### config.mk
export PLATFORM = sky130hd
export DESIGN_NAME = regfile_mp_sb
export DESIGN_NICKNAME = d
export VERILOG_FILES = /design/src/rtl/regfile_pkg.sv /design/src/rtl/regfile_scoreboard.sv /design/src/rtl/regfile_mp_sb.sv
export SDC_FILE = /design/constraint.sdc
export NUM_CORES = 2
export LEC_CHECK = 0
export ABC_CLOCK_PERIOD_IN_PS = 2450
export BUFFER_PORTS_ARGS = -buffer_cell sky130_fd_sc_hd__buf_4
export CORE_ASPECT_RATIO = 1.75
export CORE_UTILIZATION = 55
export DETAILED_ROUTE_END_ITERATION = 10
export PLACE_DENSITY = 0.76
export SLEW_MARGIN = 25
export SYNTH_ARGS = -nofsm -noshare
export SYNTH_HDL_FRONTEND = slang
export SYNTH_SLANG_ARGS = --single-unit
export TNS_END_PERCENT = 1
### constraint.sdc
create_clock -name clk -period 2.45 [get_ports clk]
set_clock_uncertainty 0.2 [all_clocks]
set_input_delay 0.245 -clock clk [delete_from_list [all_inputs] [get_ports clk]]
set_output_delay 0.245 -clock clk [all_outputs]
set_load 0.005 [all_outputs]
### src/rtl/regfile_pkg.sv
// regfile_pkg: shared constants, types and the write-hit helper for the
// multi-port register file.
//   REGFILE_WIDTH / REGFILE_DEPTH : default register width and count
//   MAX_NWR / MAX_AW              : sizing limits for the padded write-port bus
//   wr_hit()                      : highest-index write port hitting an address
package regfile_pkg;

    localparam int REGFILE_WIDTH = 32;
    localparam int REGFILE_DEPTH = 32;

    // The write-port bus is zero-padded to these limits so that a single
    // non-parameterised function can serve every instance.
    localparam int MAX_NWR = 2;
    localparam int MAX_AW  = 16;
    localparam int IDX_W   = $clog2(MAX_NWR);

    typedef logic [MAX_NWR*MAX_AW-1:0] wr_addr_bus_t;

    typedef struct packed {
        logic             hit;
        logic [IDX_W-1:0] idx;
    } wr_hit_t;

    // Later ports overwrite earlier ones, so the highest-index match wins.
    // Address 0 never hits: writes there are dropped.
    function automatic wr_hit_t wr_hit(input logic [MAX_NWR-1:0] en,
                                       input wr_addr_bus_t       addrs,
                                       input logic [MAX_AW-1:0]  addr);
        wr_hit_t r;
        r = '0;
        if (addr != '0) begin
            for (int w = 0; w < MAX_NWR; w++) begin
                if (en[w] && (addrs[w*MAX_AW +: MAX_AW] == addr)) begin
                    r.hit = 1'b1;
                    r.idx = IDX_W'(w);
                end
            end
        end
        return r;
    endfunction

endpackage

### src/rtl/regfile_scoreboard.sv
// regfile_scoreboard: one pending bit per register.
//   clk       : clock, rising edge
//   rst       : asynchronous reset, active-low
//   iss_valid : issue strobe, marks iss_addr pending
//   iss_addr  : destination register being issued
//   clr_vec   : per-register writeback clear
//   busy_vec  : pending bits, bit 0 always 0
module regfile_scoreboard
    import regfile_pkg::*;
#(
    parameter int DEPTH = REGFILE_DEPTH
) (
    input  logic                     clk,
    input  logic                     rst,
    input  logic                     iss_valid,
    input  logic [$clog2(DEPTH)-1:0] iss_addr,
    input  logic [DEPTH-1:0]         clr_vec,
    output logic [DEPTH-1:0]         busy_vec
);

    logic [DEPTH-1:0] set_vec;

    always_comb begin
        set_vec = '0;
        if (iss_valid && (iss_addr != '0)) begin
            set_vec[iss_addr] = 1'b1;
        end
    end

    // Set is OR-ed after the clear so a new producer issued in the same
    // cycle as the old writeback keeps the register busy.
    always_ff @(posedge clk or negedge rst) begin
        if (!rst) begin
            busy_vec <= '0;
        end else begin
            busy_vec <= ((busy_vec & ~clr_vec) | set_vec) & ~DEPTH'(1);
        end
    end

endmodule

### src/rtl/regfile_mp_sb.sv
// regfile_mp_sb: NRD-read / NWR-write register file with register 0 tied to
// zero and an integrated busy scoreboard.
//   clk, rst (async, active-low)
//   rd_addr / rd_data / rd_busy : combinational read ports, packed per port
//   wr_en / wr_addr / wr_data   : writeback ports, highest index wins conflicts
//   iss_valid / iss_addr        : issue strobe setting the pending bit
//   busy_vec                    : full scoreboard
// Optional macro REGFILE_WRITE_BYPASS_EN: same-cycle writes are forwarded to
// matching read ports and clear their rd_busy unless re-issued that cycle.
module regfile_mp_sb
    import regfile_pkg::*;
#(
    parameter int WIDTH = REGFILE_WIDTH,
    parameter int DEPTH = REGFILE_DEPTH,
    parameter int NRD   = 2,
    parameter int NWR   = 2
) (
    input  logic                         clk,
    input  logic                         rst,
    input  logic [NRD*$clog2(DEPTH)-1:0] rd_addr,
    output logic [NRD*WIDTH-1:0]         rd_data,
    output logic [NRD-1:0]               rd_busy,
    input  logic [NWR-1:0]               wr_en,
    input  logic [NWR*$clog2(DEPTH)-1:0] wr_addr,
    input  logic [NWR*WIDTH-1:0]         wr_data,
    input  logic                         iss_valid,
    input  logic [$clog2(DEPTH)-1:0]     iss_addr,
    output logic [DEPTH-1:0]             busy_vec
);

    localparam int AW = $clog2(DEPTH);

    logic [MAX_NWR-1:0] en_pad;
    wr_addr_bus_t       addr_pad;
    logic [WIDTH-1:0]   wd [MAX_NWR];
    wr_hit_t            hit [DEPTH];
    logic [DEPTH-1:0]   clr_vec;
    logic [WIDTH-1:0]   mem [DEPTH];

    // Widen the write ports to the fixed bus the package helper expects.
    always_comb begin
        en_pad   = '0;
        addr_pad = '0;
        for (int w = 0; w < MAX_NWR; w++) begin
            wd[w] = '0;
        end
        for (int w = 0; w < NWR; w++) begin
            en_pad[w]                        = wr_en[w];
            addr_pad[w*MAX_AW +: MAX_AW]     = MAX_AW'(wr_addr[w*AW +: AW]);
            wd[w]                            = wr_data[w*WIDTH +: WIDTH];
        end
    end

    always_comb begin
        for (int r = 0; r < DEPTH; r++) begin
            hit[r]     = wr_hit(en_pad, addr_pad, MAX_AW'(r));
            clr_vec[r] = hit[r].hit;
        end
    end

    // mem[0] is never written, so it stays at its reset value of zero.
    always_ff @(posedge clk or negedge rst) begin
        if (!rst) begin
            for (int r = 0; r < DEPTH; r++) begin
                mem[r] <= '0;
            end
        end else begin
            for (int r = 1; r < DEPTH; r++) begin
                if (hit[r].hit) begin
                    mem[r] <= wd[hit[r].idx];
                end
            end
        end
    end

    regfile_scoreboard #(
        .DEPTH(DEPTH)
    ) u_sb (
        .clk      (clk),
        .rst      (rst),
        .iss_valid(iss_valid),
        .iss_addr (iss_addr),
        .clr_vec  (clr_vec),
        .busy_vec (busy_vec)
    );

    for (genvar p = 0; p < NRD; p++) begin : g_rd
        logic [AW-1:0]    a;
        logic [WIDTH-1:0] d;
        logic             b;

        assign a = rd_addr[p*AW +: AW];

`ifdef REGFILE_WRITE_BYPASS_EN
        wr_hit_t bh;
        assign bh = wr_hit(en_pad, addr_pad, MAX_AW'(a));

        // Forwarding is suppressed while reset is held so reads stay zero.
        always_comb begin
            d = (a == '0) ? '0 : mem[a];
            b = busy_vec[a];
            if (rst && bh.hit) begin
                d = wd[bh.idx];
                b = iss_valid && (iss_addr == a);
            end
        end
`else
        always_comb begin
            d = (a == '0) ? '0 : mem[a];
            b = busy_vec[a];
        end
`endif

        assign rd_data[p*WIDTH +: WIDTH] = d;
        assign rd_busy[p]                = b;
    end

endmodule
==> flow_summary.json <==
{
  "grt_max_degree": 123,
  "critPathKind": "reg -> out",
  "maxCapViolations": 0,
  "p_leak_nw": 33.71,
  "worst_slack_ps": -492.0,
  "n_fill_cell": 8581,
  "hold_path_class": "in -> reg",
  "avgSynthCellArea_um2": 10.18,
  "cts_sinks": 1023,
  "grt_pass1_wl_um": 389700,
  "drcViolationCount": 0,
  "dr_wl_met3_um": 40510,
  "drive_above_1_share_pct": 23.35,
  "synth_nets": 6403,
  "cp.depth": 8,
  "routabilityCongestion": 0.9984,
  "required_ps": 2010,
  "finalWirelength_um": 267500,
  "cts_tree": "built",
  "finalHoldViolCount": 0,
  "synth-seq-cells": 1023,
  "endpoint_kind": "primary output",
  "violations": "negative setup slack",
  "crit_path_max_fanout": 3,
  "power.density_mw_per_mm2": 765.3,
  "netlist_instances": 6309,
  "core_mm2": 0.1156,
  "worstRegToRegCells": 3,
  "final_common_cell": "mux2i_1",
  "avgRoutedWirePerCell_um": 33.10,
  "synth-edff-count": 0,
  "syn_area_mm2": 0.06422,
  "grt_pass1_vias": 58861,
  "synthFlopType": "dfrtp_1",
  "final.setup.tns_ps": -22020,
  "final_cell_mix": "1143 x mux2i_1, 1018 x dfrtp_1, 867 x a21oi_1",
  "fmax_mhz": 339.9,
  "synth-seq-area-share_pct": 39.87,
  "antenna_left": 0,
  "antenna_found_initial": 10,
  "yosysWarnings": 32,
  "viasPerCell": 7.176,
  "h-tree-depth": 3,
  "path_buf_inv": 3,
  "highest_layer": "met5",
  "regToRegSetupSlack_ps": 850,
  "max_slew.worst_pin.slew_ps": 1062,
  "die_h_um": 454.0,
  "area_delta_synth_final_pct": 18.05,
  "num_rows": 165,
  "grt_setup_unrepaired": "yes",
  "root_buffer": "clkbuf_16",
  "vdd_ir_drop_max_mv": 0.6428,
  "status": "complete, but fails checks",
  "drt_iter0_drc": 7993,
  "synthArstFlopShare_pct": 100.0,
  "period_share_pct": 120.1,
  "arrival_ps": 2500,
  "place_hpwl_um": 165700,
  "slowest_stage": "mux4_2",
  "vias": 57984,
  "cts_buffers": 96,
  "startpoint_type": "flop",
  "path_cells": "mux4_2 -> nor2_2 -> nor3_1 -> buf_4 -> a21oi_1 -> o21ai_1 -> buf_4 -> buf_4",
  "nets": 6587,
  "cpMostUsedCell": "buf_4",
  "hold_depth": 4,
  "setup_viol": 68,
  "initial_utilization_pct": 55.54,
  "io_buffers": 190,
  "path_delay_family": "multiplexers",
  "clk_latency_ps": 720,
  "dieArea_mm2": 0.1182,
  "met2WireLength_um": 114500,
  "grt_use_total_pct": 45.57,
  "ios": 192,
  "slowest_delay_ps": 490,
  "power_w": 0.05802,
  "wl_met1_um": 82610,
  "clockBufferDepth": 3,
  "min_period_ps": 2942,
  "slew_headroom_pct": 29.23,
  "slew_violations": 0,
  "dieWidth_um": 260.3,
  "synth_cell_types": 52,
  "overflow": 0,
  "path_clk_slew_ps": 70,
  "dr.pass1.iters": 9
}
==> cell type report <==
class / count / area [um^2] / share of cell area [%]
antenna: 8 / 20.02 / 0.02641
sequential: 1023 / 25610 / 33.78
clock inverter: 39 / 437.9 / 0.5777
tap: 1503 / 1881 / 2.481
inverter: 14 / 57.56 / 0.07592
timing repair buffer: 823 / 8740 / 11.53
clock buffer: 135 / 2750 / 3.628
multi-input combinational: 4535 / 36310 / 47.90
==> worst paths after layout <==
check / start / endpoint
setup / recovery: mem[781] / rd_data[45]
hold / removal: wr_addr[8] / mem[110]
setup reg to reg: mem[748] / mem[748]
hold reg to reg: mem[638] / mem[638]
max in group asynchronous: rst / mem[370]
min in group asynchronous: rst / mem[989]
==> where the power goes <==
group | switching [W] | internal, W | leakage (nW)
Sequential | 0.00399 | 0.0215 | 12.3
Clock | 0.00722 | 0.00868 | 1.56
Combinational | 0.00757 | 0.00908 | 19.9
Total | 0.0188 | 0.0392 | 33.7
==> flip-flops by register name, summed over array words and instances, names as in the netlist <==
register / cells
mem: 992
u_sb.busy_vec: 31
==> Yosys cell counts, types with 3 or more instances <==
library cell,instances,area share [%]
mux2_2,68,1.2
clkbuf_1,475,2.8
o221ai_1,18,0.25
nor2_1,873,5.1
nor3_1,49,0.38
nor3b_1,7,0.082
dfrtp_1,1023,40
buf_2,157,1.2
a32o_1,18,0.28
buf_4,64,0.75
a2111oi_0,3,0.041
o21ai_1,19,0.15
and2_1,8,0.078
o21ai_0,265,2.1
mux4_2,411,14
inv_1,13,0.076
nor2b_1,34,0.33
a22oi_1,43,0.50
buf_1,24,0.14
a31oi_1,18,0.18
nand2_1,433,2.5
nor2_2,5,0.049
a21oi_1,886,6.9
a221oi_1,61,0.83
a22o_1,7,0.095
nand3_1,104,0.81
nor4_1,4,0.039
buf_6,17,0.30
nand2b_1,10,0.097
a211oi_1,15,0.18
mux2i_1,1144,18
nor2_4,6,0.11
==> per-stage QoR <==
stage	setup WS (ps)	util [%]	std cells	instance area (um^2)	hold slack, ps
6_report	-492.0	65.57	8080	75810	52.01
4_1_cts	-501.8	65.31	8070	75500	13.78
5_1_grt	-506.9	65.56	8074	75790	62.02
3_3_place_gp	-276.2	61.03	7761	70560	-56.69
3_5_place_dp	-271.0	61.04	7761	70560	-56.46
2_1_floorplan	200.7	-	6309	64220	-250.6
==> kinds of logic after synthesis <==
| group | after synthesis | synth area share, % |
|---|---|---|
| other | 1 | 0.005840 |
| flip-flops | 1023 | 39.87 |
| AND/OR/NAND/NOR | 1549 | 9.842 |
| multiplexers | 1623 | 33.44 |
| buffers and inverters | 751 | 5.269 |
| AO/OA/AOI/OAI | 1362 | 11.58 |
==> worst register-to-register path, stage by stage, from the launching register on <==
cell and delay [ps]:
dfrtp_1 400, mux2i_1 150, o21ai_0 130, dlygate4sd3_1 590
==> repair_timing <==
| action | 4_1_cts | 5_1_grt |
|---|---|---|
| hold endpoints to repair | 2046 | 0 |
| hold buffers | 134 | 0 |
| gates resized for setup | 118 | 69 |
| buffers inserted | 1 | 2 |
| endpoints found under the setup margin | 66 | 73 |
| pin swaps | 25 | 23 |
==> metal layers <==
metal / global-route usage (%) / up-vias
met5: 0 / -
met2: 66.07 / 5057
met3: 17.05 / 1819
li1: - / 23143
met1: 52.78 / 27953
met4: 39.78 / 12
No activity file was read; power rests on OpenSTA's default activity.
